[src/rtl/display_reloj.sv]
// Multiplexed 4-digit common-anode 7-segment driver with per-frame time snapshot and per-slot blanking.
// Optional macro DISPLAY_BLINK_EN: colon (hour-units decimal point) follows the synchronized segundo input.
module display_reloj #(
    parameter int DIV   = 50000,
    parameter int BLANK = 500
) (
    input  logic       clock,
    input  logic       reset,
    input  logic       segundo,
    input  logic [3:0] Umin,
    input  logic [3:0] Dmin,
    input  logic [3:0] hora,
    output logic [3:0] anodo,
    output logic [6:0] segmentos,
    output logic       punto
);
    localparam int CW = $clog2(DIV);
    localparam logic [CW-1:0] LAST_C  = CW'(DIV - 1);
    localparam logic [CW-1:0] BLANK_C = CW'(BLANK);
    localparam logic [6:0] SEG_DASH  = 7'b0111111;
    localparam logic [6:0] SEG_BLANK = 7'b1111111;

    function automatic logic [6:0] enc_digit(input logic [3:0] v);
        logic [6:0] s;
        case (v)
            4'd0:    s = 7'b1000000;
            4'd1:    s = 7'b1111001;
            4'd2:    s = 7'b0100100;
            4'd3:    s = 7'b0110000;
            4'd4:    s = 7'b0011001;
            4'd5:    s = 7'b0010010;
            4'd6:    s = 7'b0000010;
            4'd7:    s = 7'b1111000;
            4'd8:    s = 7'b0000000;
            4'd9:    s = 7'b0010000;
            default: s = SEG_DASH;
        endcase
        return s;
    endfunction

    logic [CW-1:0] cnt_q, cnt_d;
    logic [1:0]    idx_q, idx_d;
    logic [3:0]    umin_q, dmin_q, hora_q;
    logic [3:0]    anodo_q, anodo_d;
    logic [6:0]    seg_q, seg_d;
    logic          punto_q, punto_d;
    logic          frame_end_s, in_blank_s, colon_s;
    logic [6:0]    hr_tens_s, hr_units_s, glyph_s;

    assign frame_end_s = (idx_q == 2'd3) && (cnt_q == LAST_C);

    generate
        if (BLANK > 0) begin : g_blank
            assign in_blank_s = (cnt_q < BLANK_C);
        end else begin : g_noblank
            assign in_blank_s = 1'b0;
        end
    endgenerate

`ifdef DISPLAY_BLINK_EN
    logic [1:0] sync_q;

    // Two-flop synchronizer for the asynchronous seconds wave
    always_ff @(posedge clock) begin
        if (reset) begin
            sync_q <= 2'b00;
        end else begin
            sync_q <= {sync_q[0], segundo};
        end
    end

    assign colon_s = ~sync_q[1];
`else
    logic unused_segundo_s;
    assign unused_segundo_s = segundo;
    assign colon_s = 1'b0;
`endif

    // Slot counter and digit index advance
    always_comb begin
        cnt_d = cnt_q + CW'(1);
        idx_d = idx_q;
        if (cnt_q == LAST_C) begin
            cnt_d = '0;
            idx_d = idx_q + 2'd1;
        end else begin
            idx_d = idx_q;
        end
    end

    // Hour split into tens/units glyphs; tens is blanked for single-digit hours
    always_comb begin
        hr_tens_s  = SEG_DASH;
        hr_units_s = SEG_DASH;
        if ((hora_q >= 4'd1) && (hora_q <= 4'd9)) begin
            hr_tens_s  = SEG_BLANK;
            hr_units_s = enc_digit(hora_q);
        end else if ((hora_q >= 4'd10) && (hora_q <= 4'd12)) begin
            hr_tens_s  = enc_digit(4'd1);
            hr_units_s = enc_digit(hora_q - 4'd10);
        end else begin
            hr_tens_s  = SEG_DASH;
            hr_units_s = SEG_DASH;
        end
    end

    // Glyph selection and next output values
    always_comb begin
        case (idx_q)
            2'd0:    glyph_s = enc_digit(umin_q);
            2'd1:    glyph_s = enc_digit(dmin_q);
            2'd2:    glyph_s = hr_units_s;
            2'd3:    glyph_s = hr_tens_s;
            default: glyph_s = SEG_DASH;
        endcase
        anodo_d = 4'b1111;
        seg_d   = SEG_BLANK;
        punto_d = 1'b1;
        if (!in_blank_s) begin
            anodo_d = ~(4'b0001 << idx_q);
            seg_d   = glyph_s;
            punto_d = (idx_q == 2'd2) ? colon_s : 1'b1;
        end else begin
            anodo_d = 4'b1111;
        end
    end

    // Scan state and registered outputs
    always_ff @(posedge clock) begin
        if (reset) begin
            cnt_q   <= '0;
            idx_q   <= 2'd0;
            anodo_q <= 4'b1111;
            seg_q   <= SEG_BLANK;
            punto_q <= 1'b1;
        end else begin
            cnt_q   <= cnt_d;
            idx_q   <= idx_d;
            anodo_q <= anodo_d;
            seg_q   <= seg_d;
            punto_q <= punto_d;
        end
    end

    // Time snapshot: reloaded at frame end so a frame never shows a torn time
    always_ff @(posedge clock) begin
        if (reset || frame_end_s) begin
            umin_q <= Umin;
            dmin_q <= Dmin;
            hora_q <= hora;
        end
    end

    assign anodo     = anodo_q;
    assign segmentos = seg_q;
    assign punto     = punto_q;
endmodule

[config.mk]
export PLATFORM = sky130hd
export DESIGN_NAME = display_reloj
export DESIGN_NICKNAME = d
export VERILOG_FILES = /design/src/rtl/display_reloj.sv
export SDC_FILE = /design/constraint.sdc
export NUM_CORES = 1
export LEC_CHECK = 0
export ABC_AREA = 1
export CAP_MARGIN = 20
export CORE_ASPECT_RATIO = 0.7
export CORE_MARGIN = 8
export CORE_UTILIZATION = 40
export DETAILED_ROUTE_END_ITERATION = 8
export SLEW_MARGIN = 10
export SYNTH_ARGS = -nofsm -noshare
export SYNTH_HDL_FRONTEND = slang
export SYNTH_SLANG_ARGS = --single-unit
[constraint.sdc]
create_clock -name clock -period 2.4 [get_ports clock]
set_input_delay 0.36 -clock clock [delete_from_list [all_inputs] [get_ports clock]]
set_output_delay 0.36 -clock clock [all_outputs]
set_load 0.01 [all_outputs]
==> summary by stage, run 1 <==
Clock network
The setup fix buffers added after clock tree synthesis is 0. Clock tree synthesis inserted a total of 9 buffers. At the later pin of the worst-skew pair, clock insertion delay measures 330 ps. The H-tree generated during clock tree synthesis spans 3 levels. Counting every sink on the clock net gives 62. The number of buffers between clock root and the deepest sink is 2. The master cell of the clock root buffer is clkbuf_16. After clock tree synthesis, the flow added hold-fix buffers numbering 0. The clock tree from TritonCTS is built. Clock-pin slew was measured on the worst setup and hold paths at 50 ps.

Logic synthesis
After synthesis, the share of flip-flops with an asynchronous set or reset is 0. The top cell type by total area after synthesis is dfxtp_1. The number of library cell types mapped by synthesis is 36. The share of synthesized area in the top cell type comes to 0.295. The commonest register cell after synthesis is dfxtp_1. Ranked by total cell area, the synthesized netlist is headed by dfxtp_1 29%, nand2_1 13%, edfxtp_1 11%. The Yosys step of the flow raised 0 warnings.

In this run, synthesis produced a sequential element count of 62. The net count of the mapped netlist is 478. The cell count after synthesis is 441. The summed instance area of the synthesized netlist is 0.00340 mm^2. The share of the Yosys chip area taken by registers is 0.401. The number of flops mapped to enable cells by yosys is 12.

The mean cell area of the mapped netlist is 7.71 um^2.

Pwr
The relative contribution of the clock network to total power is 0.487. The net switching power figure is 650 uW. The areal power density over the cells is 667 mW/mm^2. Cell internal power was estimated by the tool at 2.08 mW. The static leakage is 1.79 nW.

Summing internal, switching and leakage power gives 2.73 mW. VDD sags by at most 0.323 mV. The switching portion of total power is 0.238. The share of total power dissipated in combinational logic is 0.098. The sequential group share of total power is 0.416.

Setup path
The worst reg2reg path depth is 13. The worst-case register-to-register setup slack is 250 ps. The cell that appears most often on the critical path is nand2_1. The critical-path cell with the highest stage delay is dfxtp_1. The critical path goes through ha_1 > nand3_2 > nor2_4 > nand2_4 > nand2_8 > nand2_4 > nand2_2 > nand2_2 > ha_1 > nand2_1 > nand2_1 > nand2_1 > nand2_1. The critical path's largest stage delay is 350 ps. The endpoint kind of the worst setup timing path is a register. STA classifies the critical path startpoint as a register. Data on the critical path is required at its endpoint by 2620 ps. The sum of buffers and inverters on the critical path is 0. The critical path is of the reg2reg type.

The worst path arrival time is 2370 ps. The largest fanout of any net on the critical path is 26. The critical path runs through a total of 13 cells.

The family of cells with the greatest summed delay on the critical path is simple AND/OR/NAND/NOR gates.

Drt
The wire length reported by the detailed router is 7410 um. After detailed routing, the average wire length per cell comes to 12.6 um. The post-detailed-route via-to-cell ratio is 4.89. The starting DRC count in detailed routing is 169. The routed layout has 2872 vias. The number of design rule violations left after detail routing is 0. The number of iterations in the first detailed-routing pass is 5. The count of nets left with antenna violations once routing finished came out at 0.

Global routing
The first global-routing pass estimated 12800 um of wire. The via count of the first global-routing pass is 2629. The overall routing resource usage is 0.135. The number of antenna violations at the first check in global routing was 0. The leftover overflow at the end of global routing is 0.

Entering global routing, the biggest net connects 27 pins.

Floorplanning
The initial utilization of the core area, before any placement, comes to 0.408. The initialized floorplan defines 28 standard-cell rows. The horizontal extent of the die is 126 um. The die outline height is 93.1 um. After floorplanning, the core was sized to cover 0.00834 mm^2. 27 I/O pins were placed. The die covers 0.0117 mm^2.

STA
Setup repair after global routing left no endpoint under its margin. The final hold violation count came to 0. In this run the tightest slew margin relative to its limit is 0.715. In the final timing run, aggregate negative setup slack is 0 ps. The worst path needs 2150 ps of the cycle, external delays included.

The worst path meets setup with 249 ps of slack. The achievable clock frequency is 465 MHz. Across the routed clock network, the largest skew measured is 4.29 ps. The transition at the pin with the smallest max-transition slack is 424 ps.

In the finished design, the share of the clock period the worst path needs comes to 0.896. Setup violations remaining at the end of the flow were counted as 0. The number of max-slew violations in the final report is 0.

Final layout
The area growth from synthesis to layout is 20.5%. 0 antenna diodes ended up in the layout. In the final layout, the multi-input gates occupy 0.00179 mm^2.

The filler cells instantiated in the layout total 839. The share of the core filled with cells in the final layout is 0.491. In the final design database the tool counted 514 nets. The area used by sequential logic in the layout is 0.00136 mm^2. Of the cells placed in the final design, the portion with a size suffix greater than 1 is 0.137.

Placement
The number of port buffers is 25. The post-place setup slack is 177 ps. Summed over all nets, the half-perimeter wirelength after detailed placement is 5740 um. The final estimated routing congestion in global placement is 0.867.

Min path
Counting instances, the worst hold path has a depth of 1. The min-delay analysis places its worst path in the category reg2reg.

Run status
The flow ran to the end, and the final reports show no timing, DRC or antenna violations.

Run
The tool flagged a number of max-cap violations equal to 0.
layout by cell type, fill, tap and decap left out, drive strengths merged, types with 9 or more instances in the layout:
| cell type | netlist | routed |
|---|---|---|
| nor2 | 28 | 28 |
| clkdlybuf4s50 | 0 | 25 |
| dfxtp | 50 | 50 |
| ha | 22 | 22 |
| nand3 | 43 | 43 |
| o21ai | 19 | 19 |
| nand2 | 140 | 140 |
| o211ai | 9 | 9 |
| clkbuf | 1 | 11 |
| a21oi | 19 | 19 |
| inv | 50 | 51 |
| edfxtp | 12 | 12 |
layout make-up:
type | instances | area share
Clock buffer | 11 | 0.0620
Clock inverter | 5 | 0.0134
Inverter | 53 | 0.0489
Multi-Input combinational cell | 319 | 0.437
Sequential cell | 62 | 0.332
Tap cell | 105 | 0.0321
Timing Repair Buffer | 32 | 0.0739
kinds of logic (layout without fill, tap and decap cells):
logic type | after synthesis | in the layout | share of synthesized area
AND/OR/NAND/NOR | 241 | 241 | 0.342
flip-flops | 62 | 62 | 0.401
buffers and inverters | 60 | 101 | 0.0729
AO/OA/AOI/OAI | 55 | 55 | 0.101
adder cells (fa/ha/maj) | 22 | 22 | 0.0810
XOR/XNOR | 1 | 1 | 0.00258
metrics by stage:
step                hold slack [ps]  cell area (um^2)  instances
finish                          450              4100        587
global route                    471              4100        587
CTS                             453              4090        587
detailed placement              441              3780        571
global placement                431              3780        571
floorplan                       412              3400        441
routing by layer:
metal,share of wire,vias up,GRT usage
li1,-,1513,-
met1,0.55,1279,0.195
met2,0.37,72,0.182
met3,0.071,8,0.0460
met4,0.0082,0,0.0419
met5,0,-,0
Yosys cell counts, types with 2 or more instances:
cell type,count
nand2_1,121
dfxtp_1,50
inv_1,45
nand3_1,36
nor2_1,26
ha_1,22
a21oi_1,19
nand2_2,15
o21ai_0,14
edfxtp_1,12
o211ai_1,9
nor3_1,8
nand3_2,7
nand4_1,7
nor3b_1,6
inv_2,5
or2_2,5
nand3b_1,4
a211oi_1,3
nand2_4,3
buf_2,2
buf_6,2
clkinv_1,2
nor2_4,2
o21a_1,2
o21ai_1,2
o21ai_4,2
o21bai_1,2
path summary, 6_finish.rpt:
kind,startpoint,end
setup / recovery,cnt_q[0],register
hold / removal,cnt_q[0],cnt_q[0]
setup reg to reg,cnt_q[0],register
hold reg to reg,cnt_q[0],cnt_q[0]
power by group through the flow:
stage	logic, mW	registers, mW	clock network (mW)
after global placement	0.260	1.16	0
after floorplan	0.187	1.15	0
after global routing	0.304	1.14	1.41
final	0.267	1.14	1.33
after CTS	0.265	1.14	1.36
after detailed placement	0.265	1.16	0
worst register-to-register path, stage by stage, from the launching register on:
cell and delay [ps]:
dfxtp_1 350, ha_1 210, nand3_2 150, nor2_4 180, nand2_4 90, nand2_8 170
nand2_4 160, nand2_2 90, nand2_2 80, ha_1 310, nand2_1 70, nand2_1 60
nand2_1 70, nand2_1 60
repair_timing:
action	CTS	global route
endpoints found under the hold margin	0	0
setup endpoints to repair	0	4
gates resized for setup	0	2
Note: power is estimated with default switching activity, not from simulation.
==> inputs of run 2 (changes only) <==
--- a/config.mk
+++ b/config.mk
@@ -10,7 +10,9 @@
 export CORE_ASPECT_RATIO = 0.7
 export CORE_MARGIN = 8
 export CORE_UTILIZATION = 40
+export CTS_CLUSTER_DIAMETER = 120
 export DETAILED_ROUTE_END_ITERATION = 8
+export PLACE_DENSITY = 0.61
 export SLEW_MARGIN = 10
 export SYNTH_ARGS = -nofsm -noshare
 export SYNTH_HDL_FRONTEND = slang
==> run 2 against run 1 <==
Net effect:
- setup slack got worse by 8.5 ps
- global-route usage rose by 0.31 points
- die area did not move
- utilization rose by 0.44 points
- worst hold slack got worse by 2.8 ps
- non-clock buffer count rose by 3
- maximum frequency fell by 0.39%
- register-to-register slack barely moved
- sequential cell count did not move
- clock power barely moved
- via count fell by 0.42%
- clock skew rose by 0.59 ps
- critical path type unchanged
- largest cell class unchanged
- largest power group unchanged
- highest routed layer unchanged
==> summary by stage, run 2 (synthesis results as in run 1) <==
Drt
The starting DRC count in detailed routing is 156 (-7.7%). The number of design rule violations left after detail routing came to 0 (unchanged). The antenna violation net count after detailed routing is 0 (unchanged).

The wire length reported by the detailed router is 7740 um (+4.5%). The post-detailed-route via-to-cell ratio came to 4.86 (-0.76%). The number of vias in the routed layout is 2860 (-0.42%). The number of iterations in the first detailed-routing pass is 4 (-1). The wire length per cell is 13.1 um (+4.2%).

Global routing
The via count of the first global-routing pass is 2659 (+1.1%). The largest net degree at the start of global routing is 20 (-26%). The overall routing resource usage is 0.138 (+0.00312). The number of antenna violations at the first check in global routing is 0 (unchanged). The wire length of the first global-routing pass was 13100 um (+2.5%). The leftover overflow at the end of global routing came to 0 (unchanged).

Placement
The cell total after placement is 574 (+0.53%). The number of port buffers is 25 (unchanged). The post-place setup slack is 176 ps (-0.661 ps).

The final estimated routing congestion in global placement is 0.823 (-5.1%). The placement-stage cell area was 0.00382 mm^2 (+0.93%). The total half-perimeter wirelength after legalization and detailed placement is 5890 um (+2.5%).

STA
The clock tree skew after final layout is 4.88 ps (+0.594 ps). The final-layout setup total negative slack is 0 ps (unchanged). The number of max-slew violations in the final report is 0 (unchanged).

The final hold violation count came to 0 (unchanged). The achievable clock frequency is 463 MHz (-0.39%). The final period utilization is 0.900 (+0.00354). Setup repair after global routing left no endpoint under its margin. The count of endpoints failing setup in the final report is 0 (unchanged). The final-layout worst hold slack is 448 ps (-2.78 ps). The relative max-transition margin is 0.728 (+0.0134). The transition at the pin with the smallest max-transition slack is 404 ps (-19.9 ps). The minimum clock period after layout is 2160 ps (+8.49 ps). The worst path setup slack after routing came to 241 ps (-8.49 ps).

Floorplanning
The core outline area is 0.00834 mm^2 (unchanged). The number of top-level pins is 27 (unchanged). The effective utilization at floorplan is 0.408 (unchanged). The horizontal extent of the die is 126 um (unchanged). The overall die area was 0.0117 mm^2 (unchanged).

The die outline height is 93.1 um (unchanged). The cell row count came to 28 (unchanged).

Clock network
The clock tree from TritonCTS is built. The post-cts gate resize count is 0 (unchanged). The clock slew at the register clock pins of the worst setup and hold paths is 50 ps (about the same). The number of buffers between clock root and the deepest sink is 2 (unchanged). The number of hold-repair buffers added at the cts stage is 0 (unchanged). The depth of the CTS H-tree is 3 (unchanged). The setup fix buffers added after clock tree synthesis is 0 (unchanged).

In this run the clock root is driven by a clkbuf_16. The number of CTS-inserted buffers is 9 (unchanged). The source-to-sink clock delay at the later pin of the worst-skew pair is 330 ps (about the same). The clock sink count is 62 (unchanged).

Final layout
The share of cells above drive strength 1 is 0.136 (-0.000566). The share of the core filled with cells in the final layout came to 0.496 (+0.00435). The library cell used most frequently in the layout, excluding fill and tap cells, is nand2_1. The number of standard cells in the final layout excluding fillers is 589 (+0.34%). The final net count is 517 (+0.58%). The total inserted antenna cells is 0 (unchanged). The total non-filler cell area in the finished layout is 0.00413 mm^2 (+0.89%). Relative to the synthesized area, the layout overhead comes to 21.6%. The top cell types in the final layout, fill and taps aside, are 121 x nand2_1, 50 x dfxtp_1, 45 x inv_1.

Pwr
The areal power density over the cells is 664 mW/mm^2 (-0.46%). The overall power consumption is 2.74 mW (+0.42%). The static leakage is 1.81 nW (+1.2%).

The peak supply drop came to 0.376 mV (+16%).

Setup path
The largest fanout of any net on the critical path was 9 (-65%). The required arrival time at the worst endpoint was 2610 ps (about the same). STA classifies the critical path startpoint as a register.

The worst-case register-to-register setup slack is 240 ps (about the same). STA classifies the critical path endpoint as a register. The category of the most critical setup path is reg2reg. The worst path arrival time was 2370 ps (about the same).

Min path
The worst hold path belongs to the class reg2reg.

Run
The max-cap violation count is 0 (unchanged).

Run status
The flow ran to the end, and the final reports show no timing, DRC or antenna violations.
## run 2: final cells by class
| class | instances | area, um^2 |
|---|---|---|
| Fill cell | 814 | 4210 |
| Multi-Input combinational cell | 319 | 1790 |
| Sequential cell | 62 | 1360 |
| Timing Repair Buffer | 35 | 338 |
| Clock buffer | 14 | 307 |
| Inverter | 53 | 200 |
| Tap cell | 105 | 131 |
| Clock inverter | 1 | 6.26 |
## run 2: path summary, 6_finish.rpt
| check | startpoint | endpoint | cells after the start |
|---|---|---|---|
| max | cnt_q[0] | register | 11 |
| min | cnt_q[0] | cnt_q[0] | 1 |
| max reg2reg | cnt_q[0] | register | 11 |
| min reg2reg | cnt_q[0] | cnt_q[0] | 1 |
## run 2: where the power goes
| part | internal (mW) | total, mW | switching, mW | leakage, nW |
|---|---|---|---|---|
| Clock | 0.876 | 1.33 | 0.454 | 0.156 |
| Sequential | 1.12 | 1.14 | 0.0233 | 0.524 |
| Combinational | 0.107 | 0.275 | 0.167 | 1.13 |
| Total | 2.10 | 2.74 | 0.644 | 1.81 |
## run 2: critical path, cell delays in order, from the launching register on
cell	delay (ps)
dfxtp_1	350
ha_1	220
nand3_2	160
nor2_4	180
nand3_2	240
nand3b_1	180
nand2_2	110
inv_1	90
ha_1	190
inv_1	70
o211ai_1	170
nand2_1	80
## run 2: metal layers
layer	track usage	wire length (um)	part of all wire	vias to the layer above
li1	-	-	-	1522
met1	0.198	4130	0.53	1246
met2	0.187	2960	0.38	83
met3	0.0466	567	0.073	9
met4	0.0459	80	0.010	0
met5	0	0	0	-
==> inputs of run 3 (changes only) <==
--- a/config.mk
+++ b/config.mk
@@ -8,7 +8,7 @@
 export ABC_AREA = 1
 export CAP_MARGIN = 20
 export CORE_ASPECT_RATIO = 0.7
-export CORE_MARGIN = 8
+export CORE_MARGIN = 1.5
 export CORE_UTILIZATION = 40
 export CTS_CLUSTER_DIAMETER = 120
 export DETAILED_ROUTE_END_ITERATION = 8
==> run 3 against run 2 <==
Net effect:
- maximum frequency rose by 0.63%
- utilization rose by 1.9 points
- highest routed layer unchanged
- critical path type unchanged
- worst hold slack better by 2.5 ps
- first-iteration DRC count is 16% higher
- largest cell class unchanged
- clock power barely moved
- die area decreased by 23%
==> summary by stage, run 3 (synthesis results as in run 1) <==
Run status
The run finished with clean final reports.

Floorplanning
The number of top-level pins is 27 (unchanged). The die outline height was 80.1 um (-14%). The horizontal extent of the die is 113 um (-10%). The cell row count is 27 (-3.6%).

The effective utilization at floorplan is 0.423 (+0.0151). The core outline area was 0.00804 mm^2 (-3.6%). The overall die area is 0.00907 mm^2 (-23%).

Drt
The number of iterations in the first detailed-routing pass is 4 (unchanged). The antenna violation net count after detailed routing is 0 (unchanged). The number of design rule violations left after detail routing came to 0 (unchanged). The wire length reported by the detailed router is 7580 um (-2.0%). The wire length per cell is 12.9 um (-1.7%). The starting DRC count in detailed routing is 181 (+16%). The post-detailed-route via-to-cell ratio is 4.98 (+2.7%). The number of vias in the routed layout is 2926 (+2.3%).

Setup path
The endpoint kind of the worst setup timing path is a register. The kind of launch point of the worst setup path is a register. The largest fanout of any net on the critical path is 9 (unchanged). The required arrival time at the worst endpoint is 2620 ps (about the same). The worst path arrival time is 2360 ps (about the same).

The worst setup path is of the reg2reg kind.

STA
The number of max-slew violations in the final report is 0 (unchanged). The transition at the pin with the smallest max-transition slack is 419 ps (+14.6 ps). The relative max-transition margin is 0.719 (-0.00982).

The clock tree skew after final layout is 5.74 ps (+0.854 ps). The final-layout setup total negative slack was 0 ps (unchanged). The final period utilization is 0.894 (-0.00560).

Setup repair after global routing left no endpoint under its margin. The final-layout worst hold slack was 450 ps (+2.50 ps). The count of endpoints failing setup in the final report is 0 (unchanged). The minimum clock period after layout is 2150 ps (-13.4 ps). The final hold violation count is 0 (unchanged). The achievable clock frequency was 466 MHz (+0.63%).

Global routing
The via count of the first global-routing pass was 2526 (-5.0%). The overall routing resource usage is 0.181 (+0.0426). The leftover overflow at the end of global routing is 0 (unchanged).

The wire length of the first global-routing pass is 12600 um (-4.0%). The largest net degree at the start of global routing came to 21 (+5.0%). The number of antenna violations at the first check in global routing is 0 (unchanged).

Final layout
The final net count is 518 (+0.19%). The share of the core filled with cells in the final layout is 0.514 (+0.0187). The share of cells above drive strength 1 is 0.142 (+0.00561). In the layout the commonest cells are 121 x nand2_1, 50 x dfxtp_1, 45 x inv_1. The number of standard cells in the final layout excluding fillers is 587 (-0.34%).

Leaving out fill and tap cells, the most frequent cell in the layout is nand2_1. The area growth from synthesis to layout is 21.7% (about the same). The total inserted antenna cells is 0 (unchanged).

Clock network
The number of buffers between clock root and the deepest sink is 2 (unchanged). The clock tree from TritonCTS is built. The clock slew at the register clock pins of the worst setup and hold paths is 50 ps (about the same). The post-cts gate resize count was 0 (unchanged). The number of hold-repair buffers added at the cts stage was 0 (unchanged). The clock sink count is 62 (unchanged).

The depth of the CTS H-tree is 3 (unchanged). The number of CTS-inserted buffers is 9 (unchanged). The cell sitting at the root of the clock tree is a clkbuf_16. The source-to-sink clock delay at the later pin of the worst-skew pair is 330 ps (about the same). The setup fix buffers added after clock tree synthesis is 0 (unchanged).

Placement
The final estimated routing congestion in global placement was 0.870 (+5.7%). The cell total after placement is 571 (-0.52%). The total half-perimeter wirelength after legalization and detailed placement is 5720 um (-2.8%). The number of port buffers came to 25 (unchanged).

Pwr
The static leakage is 1.81 nW (+0.26%). The peak supply drop came to 0.437 mV (+16%). The areal power density over the cells is 659 mW/mm^2 (-0.76%).

Min path
The worst hold path belongs to the class reg2reg.

Run
The max-cap violation count is 0 (unchanged).
==> run 3: cell count changes in the layout (fill, tap and decap cells not counted), sizes merged <==
cell,previous run,this run
clkinvlp,0,1
clkbuf,14,12
buf,10,11
clkinv,3,5
==> run 3: cell type report <==
class / count / area (um^2)
clock buffers: 12 / 289
clock inverters: 4 / 23.8
fillers: 790 / 3910
inverters: 53 / 200
multi-input cells: 319 / 1790
flip-flops and latches: 62 / 1360
well taps: 101 / 126
repair buffers: 36 / 345
==> run 3: worst paths after layout <==
| path | from | end | slack (ps) | depth (start not counted) |
|---|---|---|---|---|
| setup / recovery | cnt_q[0] | register | 250 | 11 |
| hold / removal | cnt_q[0] | cnt_q[0] | 450 | 1 |
| setup reg to reg | cnt_q[0] | register | 250 | 11 |
| hold reg to reg | cnt_q[0] | cnt_q[0] | 450 | 1 |
==> run 3: power breakdown <==
part | internal (mW) | total (mW) | switching [mW] | leakage [nW]
logic | 0.108 | 0.277 | 0.168 | 1.13
clock network | 0.848 | 1.31 | 0.463 | 0.155
registers | 1.12 | 1.14 | 0.0208 | 0.524
==> run 3: per-layer routing <==
layer / up-vias / wire length [um] / global-route usage
li1: 1530 / - / -
met1: 1305 / 4310 / 0.281
met2: 85 / 2790 / 0.230
met3: 6 / 434 / 0.0649
met4: 0 / 48 / 0.0400
met5: - / 0 / 0
==> run 3: worst max-delay path, stage by stage (launching register included) <==
cell and delay [ps]:
dfxtp_1 350, ha_1 220, nand3_2 160, nor2_4 190, nand3_2 260, nand3b_1 190, nand2_2 100, inv_1 100
ha_1 170, inv_1 50, o211ai_1 170, nand2_1 60
==> run 3: through the flow <==
step / total power, mW / setup slack, ps / cell area (um^2)
2_1_floorplan: 1.34 / 504 / 3400
3_3_place_gp: 1.43 / 155 / 3820
3_5_place_dp: 1.43 / 163 / 3820
4_1_cts: 2.75 / 280 / 4140
5_1_grt: 2.85 / 52.7 / 4140
6_report: 2.72 / 254 / 4140
